File: config.mk
export PLATFORM = sky130hd
export DESIGN_NAME = my_counter
export DESIGN_NICKNAME = d
export VERILOG_FILES = /design/src/rtl/my_counter_pkg.sv /design/src/rtl/my_counter_next.sv /design/src/rtl/my_counter.sv
export SDC_FILE = /design/constraint.sdc
export NUM_CORES = 1
export LEC_CHECK = 0
export CELL_PAD_IN_SITES_DETAIL_PLACEMENT = 0
export CELL_PAD_IN_SITES_GLOBAL_PLACEMENT = 1
export CORE_AREA = 2 2 39 41
export CTS_BUF_LIST = sky130_fd_sc_hd__clkbuf_8
export DETAILED_ROUTE_END_ITERATION = 8
export DIE_AREA = 0 0 41 43
export PLACE_DENSITY = 0.48
export SLEW_MARGIN = 20
export SYNTH_ARGS = -nofsm -noshare
export SYNTH_HDL_FRONTEND = slang
export SYNTH_SLANG_ARGS = --single-unit
File: constraint.sdc
create_clock -name CLK -period 1.81 [get_ports CLK]
set_input_delay 0.2715 -clock CLK [delete_from_list [all_inputs] [get_ports CLK]]
set_output_delay 0.2715 -clock CLK [all_outputs]
set_load 0.01 [all_outputs]
File: src/rtl/my_counter_pkg.sv
// my_counter_pkg: shared width default, count type and MAX_COUNT default for my_counter
package my_counter_pkg;
   localparam int MY_COUNTER_DEFAULT_WIDTH = 4;
   typedef logic [MY_COUNTER_DEFAULT_WIDTH-1:0] count_t;
   function automatic longint default_max_count(input int width);
      return (longint'(1) << width) - longint'(1);
   endfunction
endpackage

File: src/rtl/my_counter_next.sv
// my_counter_next: next-count logic, wraps to 0 or saturates at MAX_COUNT when MY_COUNTER_SAT_EN is defined
module my_counter_next
   import my_counter_pkg::*;
#(
   parameter int               WIDTH     = MY_COUNTER_DEFAULT_WIDTH,
   parameter logic [WIDTH-1:0] MAX_COUNT = '1
) (
   input  logic [WIDTH-1:0] cur,
   output logic [WIDTH-1:0] nxt
);
`ifdef MY_COUNTER_SAT_EN
   assign nxt = (cur < MAX_COUNT) ? cur + WIDTH'(1) : MAX_COUNT;
`else
   assign nxt = (cur < MAX_COUNT) ? cur + WIDTH'(1) : '0;
`endif
endmodule

File: src/rtl/my_counter.sv
// my_counter: free-running up-counter with async active-low reset; MY_COUNTER_SAT_EN selects saturation instead of wrap
module my_counter
   import my_counter_pkg::*;
#(
   parameter int     WIDTH     = MY_COUNTER_DEFAULT_WIDTH,
   parameter longint MAX_COUNT = default_max_count(WIDTH)
) (
   input  logic             CLK,
   input  logic             RST,
   output logic [WIDTH-1:0] OUT
);
   logic [WIDTH-1:0] cnt, cnt_nxt;
   if (WIDTH < 1 || WIDTH > 32) begin : g_bad_width
      $fatal(1, "my_counter: WIDTH %0d outside 1..32", WIDTH);
   end
   if (MAX_COUNT < 1 || MAX_COUNT > default_max_count(WIDTH)) begin : g_bad_max
      $fatal(1, "my_counter: MAX_COUNT %0d outside 1..2**WIDTH-1", MAX_COUNT);
   end
   my_counter_next #(.WIDTH(WIDTH), .MAX_COUNT(MAX_COUNT[WIDTH-1:0])) u_next (
      .cur(cnt),
      .nxt(cnt_nxt)
   );
   always_ff @(posedge CLK or negedge RST)
      if (!RST) cnt <= '0;
      else      cnt <= cnt_nxt;
   assign OUT = cnt;
endmodule

==> results_dict.tcl, run 1 <==
set metrics [dict create \
    period_needed_ns 1.448 \
    fin_worst_skew_ns 0.0008573 \
    end_kind "primary output" \
    ys_async_sr_fraction_pct 100.0 \
    cts_tree "yes" \
    max_stage_delay_ns 0.56 \
    crit_chain "clkdlybuf4s50_1" \
    routed-wl-met3_microns 46 \
    cts_sinks 4 \
    maxCapViolCount 0 \
    postCtsSetupBuffers 0 \
    yosysWarnings 0 \
    postRouteAntennaNets 0 \
    synth.area.top_cells "dfrtp_1 61%, ha_1 7.6%, a311o_1 6.1%, and4b_1 6.1%, and2b_2 5.3%" \
    start_kind "register" \
    top_layer "met3" \
    clockBufferDepth 2 \
    path_max_fanout 5 \
    grt_usage_pct 6.162 \
    worstSetupPathType "register to primary output" \
    synth_most_common_cell "dfrtp_1" \
    die_w_microns 41 \
    drive_above_1_share_pct 20.00 \
    switching_share_pct 16.34 \
    critPathSlowestCell "clkdlybuf4s50_1" \
    routed_via_density 3.444 \
    worstMarginPinSlew_ns 0.1923 \
    p_switching_uw 45.62 \
    postLayoutCoreUtil_pct 19.89 \
    largest_reg_flops 4 \
    syn_to_final_growth_pct 67.94 \
    met1_length_microns 162 \
    fillers 155 \
    outcome "finished, final reports clean" \
    cp_data_required_time_ns 1.54 \
    cts-root-buf "clkbuf_8" \
    overflow 0 \
    peakVddDrop_uv 289.5 \
    seq_power_share_pct 32.3 \
    grt_pass1_vias 150 \
    hold_class "input pin to async pin" \
    drt_iter0_markers 0 \
    io_buffer_count 5 \
    combPwrFrac_pct 1.3 \
    synth_flop_cell "dfrtp_1" \
    grt_pass1_wl_microns 634 \
    whs_ns 0.2653 \
    via_count 124 \
    final_cells 36 \
    nNetsFinal 25 \
    setup-tns-final_ns 0 \
    clkLatencyLatePin_ns 0.21 \
    synth_top_area_share_pct 61.07 \
    path_delay_family "buffers and inverters" \
    max_freq_mhz 690.7 \
    synth_edf_count 0 \
    finalSetupViolCount 0 \
    die-area_sq_um 1763 \
    p_per_area_nw_per_um2 1014 \
    dr.pass1.iters 1 \
    rows 14 \
    drc 0 \
    max_slew_margin_pct 87.14 \
    synthCells 12 \
    seq_area_frac_synth_pct 61.07 \
    grt_antenna_before_repair 0 \
    yosysTopAreaCell "dfrtp_1" \
    synth_area_sq_um 163.9 \
    p_int_uw 233.6 \
    wl_met2_microns 116 \
    clkPwrFrac_pct 66.5 \
    io_pins 6 \
    diodes 0 \
    hold_buffers 0 \
    yosysUniqueCellTypes 9 \
    die_h_microns 43 \
    cts_resized 0 \
    leakage_nw 0.1260 \
    cp_num_buf_inv 1 \
    h-tree-depth 1 \
    dpl.cell_count 33 \
    crit_arrival_ns 1.18 \
    wl_per_cell_microns 9.028 \
    finalMaxSlewViolations 0 \
    rsz0062_at_grt "false" \
    totalWireLength_microns 325 \
    gp_congestion 0.6597 \
    start_util_pct 11.84 \
    avgSynthCellArea_sq_um 13.66 \
    cts_inserted_buffers 3 \
    ys_ff_latch 4 \
    period_share_pct 79.99 \
    clk_pin_slew_ns 0.03 \
    grt_max_degree 6 \
    core_area_sq_um 1384 \
    synth_fp_nets 15 \
    hold_violations 0 \
]
==> power by group through the flow <==
stage / Combinational, mW / Clock (mW) / Sequential, mW
global route: 0.00432 / 0.195 / 0.0900
CTS: 0.00380 / 0.190 / 0.0901
finish: 0.00361 / 0.186 / 0.0901
global placement: 0.00375 / 0 / 0.0911
detailed placement: 0.00376 / 0 / 0.0911
floorplan: 0.0000000341 / 0 / 0.0911
==> layout make-up <==
class / count / area (sq um) / area share (%)
Sequential cell: 4 / 100.1 / 36.36
Inverter: 1 / 3.754 / 1.364
Clock buffer: 3 / 41.29 / 15.00
Timing Repair Buffer: 5 / 50.05 / 18.18
Multi-Input combinational cell: 7 / 60.06 / 21.82
Tap cell: 16 / 20.02 / 7.273
==> placed cells by master (no fill, tap or decap) <==
| master | netlist | layout |
|---|---|---|
| and4b_1 | 1 | 1 |
| ha_1 | 1 | 1 |
| nand2_1 | 1 | 1 |
| clkdlybuf4s50_1 | 0 | 5 |
| inv_1 | 1 | 1 |
| a31oi_1 | 1 | 1 |
| and2b_2 | 1 | 1 |
| xor2_1 | 1 | 1 |
| a311o_1 | 1 | 1 |
| dfrtp_1 | 4 | 4 |
| clkbuf_8 | 0 | 3 |
==> stage by stage <==
| stage | power [mW] | instance area [sq um] | setup slack [ns] |
|---|---|---|---|
| finish | 0.2792 | 275.3 | 0.3621 |
| detailed placement | 0.09481 | 234.0 | 0.5739 |
| floorplan | 0.09108 | 163.9 | 0.7249 |
| global route | 0.2893 | 275.3 | 0.2959 |
| CTS | 0.2841 | 275.3 | 0.3501 |
| global placement | 0.09480 | 234.0 | 0.5724 |
==> final timing paths <==
kind / depth (start not counted) / slack [ns] / startpoint / to
min: 1 / 0.27 / RST / OUT[1]$_DFF_PN0_
min reg2reg: 1 / 0.50 / OUT[0]$_DFF_PN0_ / OUT[0]$_DFF_PN0_
max reg2reg: 3 / 0.72 / OUT[0]$_DFF_PN0_ / OUT[3]$_DFF_PN0_
min in group CLK: 1 / 0.50 / OUT[0]$_DFF_PN0_ / OUT[0]$_DFF_PN0_
max in group asynchronous: 1 / 1.37 / RST / OUT[2]$_DFF_PN0_
max: 1 / 0.36 / OUT[2]$_DFF_PN0_ / OUT[2]
==> routing by layer <==
metal	up-vias	track usage (%)
met5	-	0
met4	0	8.000
met3	0	3.141
met2	6	5.625
met1	57	8.197
li1	61	-
==> kinds of logic after synthesis <==
logic type	share of synthesized area, %
flip-flops	61.07
AND/OR/NAND/NOR	13.74
AO/OA/AOI/OAI	9.926
XOR/XNOR	5.344
buffers and inverters	2.288
adder cells (fa/ha/maj)	7.632
Power figures use the tool's default switching activity.
==> run 2, diff against run 1 <==
Clock period 1.81 ns to 1.4 ns, I/O delays scaled along.
==> run 2 against run 1 <==
Against the previous run:
- critical path depth stayed put
- combinational power is 29% higher
- sequential power is 29% higher
- worst setup slack worse by 0.32 ns
- clock skew is 0.00053 ns lower
- final cell count stayed put
==> results_dict.tcl, run 2 (synthesis results as in run 1) <==
set metrics [dict create \
    postRouteAntennaNets 0 \
    finalMaxSlewViolations 0 \
    cts-root-buf "clkbuf_8" \
    largest_reg_flops 4 \
    maxCapViolCount 0 \
    h-tree-depth 1 \
    rsz0062_at_grt "false" \
    hold_buffers 0 \
    cts_tree "yes" \
    p_per_area_nw_per_um2 1284 \
    crit_chain "clkdlybuf4s50_1" \
    r2r_start "OUT[0]$_DFF_PN0_" \
    die_h_microns 43 \
    drt_iter0_markers 5 \
    cp_num_cells 1 \
    start_kind "register" \
    via_count 137 \
    dr.pass1.iters 2 \
    wl_per_cell_microns 9.667 \
    max_slew_margin_pct 87.28 \
    syn_to_final_growth_pct 72.52 \
    totalWireLength_microns 348 \
    fin_worst_skew_ns 0.0003243 \
    period_share_pct 96.97 \
    max_freq_mhz 736.6 \
    placedInstanceArea_sq_um 234.0 \
    postLayoutCoreUtil_pct 20.43 \
    finalPower_uw 363.2 \
    rows 14 \
    design_area_sq_um 282.8 \
    rr_endpoint "OUT[3]$_DFF_PN0_" \
    whs_ns 0.2002 \
    rrSetupSlack_ns 0.30 \
    cp_data_required_time_ns 1.19 \
    finalSetupViolCount 0 \
    cts_sinks 4 \
    period_needed_ns 1.358 \
    cp_num_buf_inv 1 \
    path_delay_family "buffers and inverters" \
    cts_inserted_buffers 3 \
    core_area_sq_um 1384 \
    die-area_sq_um 1763 \
    postCtsSetupBuffers 0 \
    critPathSlowestCell "clkdlybuf4s50_1" \
    nNetsFinal 25 \
    drive_above_1_share_pct 20.00 \
    grt_pass1_vias 120 \
    routed_via_density 3.806 \
    crit_arrival_ns 1.15 \
    outcome "finished, final reports clean" \
    die_w_microns 41 \
    peakVddDrop_uv 462.4 \
    gp_congestion 0.6500 \
    grt_usage_pct 5.332 \
    diodes 0 \
    leakage_nw 0.1631 \
    final_common_cell "dfrtp_1" \
    clockBufferDepth 2 \
    grt_pass1_wl_microns 524 \
    drc 0 \
    cp-startpoint "OUT[1]$_DFF_PN0_" \
    worstMarginPinSlew_ns 0.1902 \
    clk_pin_slew_ns 0.03 \
    start_util_pct 11.84 \
    max_stage_delay_ns 0.56 \
    setup-tns-final_ns 0 \
    io_buffer_count 5 \
    worstSetupPathType "register to primary output" \
    clkLatencyLatePin_ns 0.22 \
    hold_violations 0 \
    hold_class "input pin to async pin" \
    io_pins 6 \
    overflow 0 \
    grt_max_degree 6 \
    final_cell_mix "4 x dfrtp_1, 3 x clkbuf_8, 3 x dlymetal6s2s_1" \
    end_kind "primary output" \
    path_max_fanout 4 \
    cts_resized 0 \
    reg2reg_depth 3 \
    grt_antenna_before_repair 0 \
]
run 2: cell count changes in the layout (fill, tap and decap cells not counted):
cell and delta:
dlymetal6s2s_1 +3, clkdlybuf4s50_1 -3
run 2: routing by layer:
metal  up-vias  global-route usage, %  share of wire (%)
li1         60                      -                  -
met1        65                  5.502                 41
met2        10                  4.375                 34
met3         2                  8.377                 24
met4         0                  4.000                1.7
met5         -                      0                  0
run 2: how the worst max path moves through the flow:
stage	to	slack [ns]
after floorplan	OUT[3]$_DFF_PN0_	0.31
after global placement	OUT[2]	0.23
after detailed placement	OUT[2]	0.24
after CTS	OUT[2]	0.0008
after global routing	OUT[1]	0.006
final	OUT[1]	0.04
run 2: area by class of cell:
type,instances,area (sq um)
Timing Repair Buffer,5,57.56
Clock buffer,3,41.29
Fill cell,145,1101
Tap cell,16,20.02
Multi-Input combinational cell,7,60.06
Inverter,1,3.754
Sequential cell,4,100.1
run 2: where the power goes:
part | internal [mW] | switching [mW]
Sequential | 0.116 | 0
Combinational | 0.00248 | 0.00216
Clock | 0.183 | 0.0589
run 2: stage by stage:
stage,std cells,setup slack (ns)
global route,36,0.005746
floorplan,12,0.3149
global placement,33,0.2329
detailed placement,33,0.2371
CTS,36,0.0008153
finish,36,0.04244
==> run 3, diff against run 2 <==
Settings changed: CELL_PAD_IN_SITES_DETAIL_PLACEMENT 0 to 1.
==> run 3 against run 2 <==
Against the previous run:
- final cell count is the same
- critical path type unchanged
- global-route usage grew 0.22 points
- critical endpoint unchanged
- clock power shrank 3%
- fmax grew 0.62%
- critical path depth is the same
- utilization shrank 0.27 points
- highest routed layer is now met3
- sequential share of layout area grew 0.48 points
- sequential power is essentially flat
- clock skew grew 0.0013 ns
- first-iteration DRC count shrank 100%
==> results_dict.tcl, run 3 (synthesis results as in run 1) <==
set metrics [dict create \
    drive_above_1_share_pct 20.00 \
    max_freq_mhz 741.2 \
    rows 14 \
    combPwrFrac_pct 1.3 \
    start_kind "register" \
    final_common_cell "dfrtp_1" \
    hold_violations 0 \
    period_needed_ns 1.349 \
    die-area_sq_um 1763 \
    diodes 0 \
    cp_num_buf_inv 1 \
    dr.pass1.iters 1 \
    routed_via_density 3.722 \
    postRouteAntennaNets 0 \
    h-tree-depth 1 \
    cp_data_required_time_ns 1.19 \
    die_w_microns 41 \
    p_per_area_nw_per_um2 1272 \
    hold_buffers 0 \
    cts_inserted_buffers 3 \
    maxCapViolCount 0 \
    grt_pass1_wl_microns 552 \
    routed-wl-met3_microns 62 \
    drc 0 \
    grt_max_degree 6 \
    end_kind "primary output" \
    wl_met2_microns 126 \
    clk_pin_slew_ns 0.03 \
    io_pins 6 \
    drt_iter0_markers 0 \
    crit_chain "clkdlybuf4s50_1" \
    max_slew_margin_pct 86.85 \
    start_util_pct 11.84 \
    top_layer "met3" \
    rsz0062_at_grt "false" \
    clkPwrFrac_pct 65.8 \
    period_share_pct 96.37 \
    syn_to_final_growth_pct 70.23 \
    peakVddDrop_uv 758.7 \
    grt_pass1_vias 123 \
    p_int_uw 301.5 \
    largest_reg_flops 4 \
    grt_usage_pct 5.556 \
    finalSetupViolCount 0 \
    via_count 134 \
    fin_worst_skew_ns 0.001668 \
    worstSetupPathType "register to primary output" \
    seq_power_share_pct 32.8 \
    leakage_nw 0.1492 \
    place_ws_ns 0.2316 \
    io_buffer_count 5 \
    wl_per_cell_microns 9.611 \
    final_cell_mix "4 x dfrtp_1, 3 x clkbuf_8, 2 x clkdlybuf4s50_1, 2 x dlymetal6s2s_1" \
    nNetsFinal 25 \
    path_max_fanout 4 \
    worstMarginPinSlew_ns 0.1967 \
    cts_tree "yes" \
    crit_arrival_ns 1.14 \
    grt_antenna_before_repair 0 \
    clockBufferDepth 2 \
    die_h_microns 43 \
    setup-tns-final_ns 0 \
    cts_sinks 4 \
    hold_class "input pin to async pin" \
    clkLatencyLatePin_ns 0.21 \
    max_stage_delay_ns 0.55 \
    switching_share_pct 15.03 \
    finalMaxSlewViolations 0 \
    gp_congestion 0.6500 \
    outcome "finished, final reports clean" \
    met1_length_microns 157 \
    totalWireLength_microns 346 \
    core_area_sq_um 1384 \
    p_switching_uw 53.34 \
    path_delay_family "buffers and inverters" \
    overflow 0 \
    cts-root-buf "clkbuf_8" \
    postCtsSetupBuffers 0 \
    critPathSlowestCell "clkdlybuf4s50_1" \
    setup_ws_ns 0.05084 \
]
==> run 3: cell types whose count changed in the layout (fill, tap and decap cells not counted), sizes merged <==
cell,before,now
dlygate4sd2,0,1
dlymetal6s2s,3,2
==> run 3: final timing paths <==
path / startpoint / to / slack, ns / cells past startpoint
max: OUT[1]$_DFF_PN0_ / OUT[1] / 0.05 / 1
min: RST / OUT[0]$_DFF_PN0_ / 0.21 / 1
max reg2reg: OUT[0]$_DFF_PN0_ / OUT[3]$_DFF_PN0_ / 0.29 / 3
min reg2reg: OUT[0]$_DFF_PN0_ / OUT[0]$_DFF_PN0_ / 0.51 / 1
max in group asynchronous: RST / OUT[1]$_DFF_PN0_ / 1.02 / 1
min in group CLK: OUT[0]$_DFF_PN0_ / OUT[0]$_DFF_PN0_ / 0.51 / 1
==> run 3: power by group through the flow <==
stage	combinational, mW	clock [mW]	sequential (mW)
after CTS	0.00499	0.242	0.116
after global routing	0.00534	0.260	0.116
after global placement	0.00477	0	0.118
after floorplan	0.0000000341	0	0.118
after detailed placement	0.00493	0	0.118
final	0.00472	0.234	0.117
==> run 3: area by class of cell <==
| type | count | area (sq um) |
|---|---|---|
| clock buffers | 3 | 41.29 |
| flip-flops and latches | 4 | 100.1 |
| repair buffers | 5 | 53.80 |
| fillers | 150 | 1105 |
| multi-input cells | 7 | 60.06 |
| inverters | 1 | 3.754 |
| well taps | 16 | 20.02 |
==> run 3: what timing repair did <==
action,CTS,global route
resized for setup,1,2
setup endpoints to repair,1,2
hold endpoints to repair,0,0
==> run 3: per-stage QoR <==
stage | cells | cell area, sq um | total power [mW] | hold slack (ns) | utilization, %
6_report | 36 | 279.0 | 0.3548 | 0.2076 | 20.16
5_1_grt | 36 | 279.0 | 0.3822 | 0.2152 | 20.16
4_1_cts | 36 | 274.0 | 0.3637 | 0.2124 | 19.80
3_5_place_dp | 33 | 234.0 | 0.1226 | 0.4352 | 16.91
3_3_place_gp | 33 | 234.0 | 0.1225 | 0.4295 | 16.91
2_1_floorplan | 12 | 163.9 | 0.1178 | -0.08559 | -
==> run 3: per-layer routing <==
| layer | GRT usage (%) | vias up |
|---|---|---|
| met3 | 6.283 | 0 |
| li1 | - | 60 |
| met1 | 8.197 | 64 |
| met4 | 4.000 | 0 |
| met2 | 3.750 | 10 |
| met5 | 0 | - |
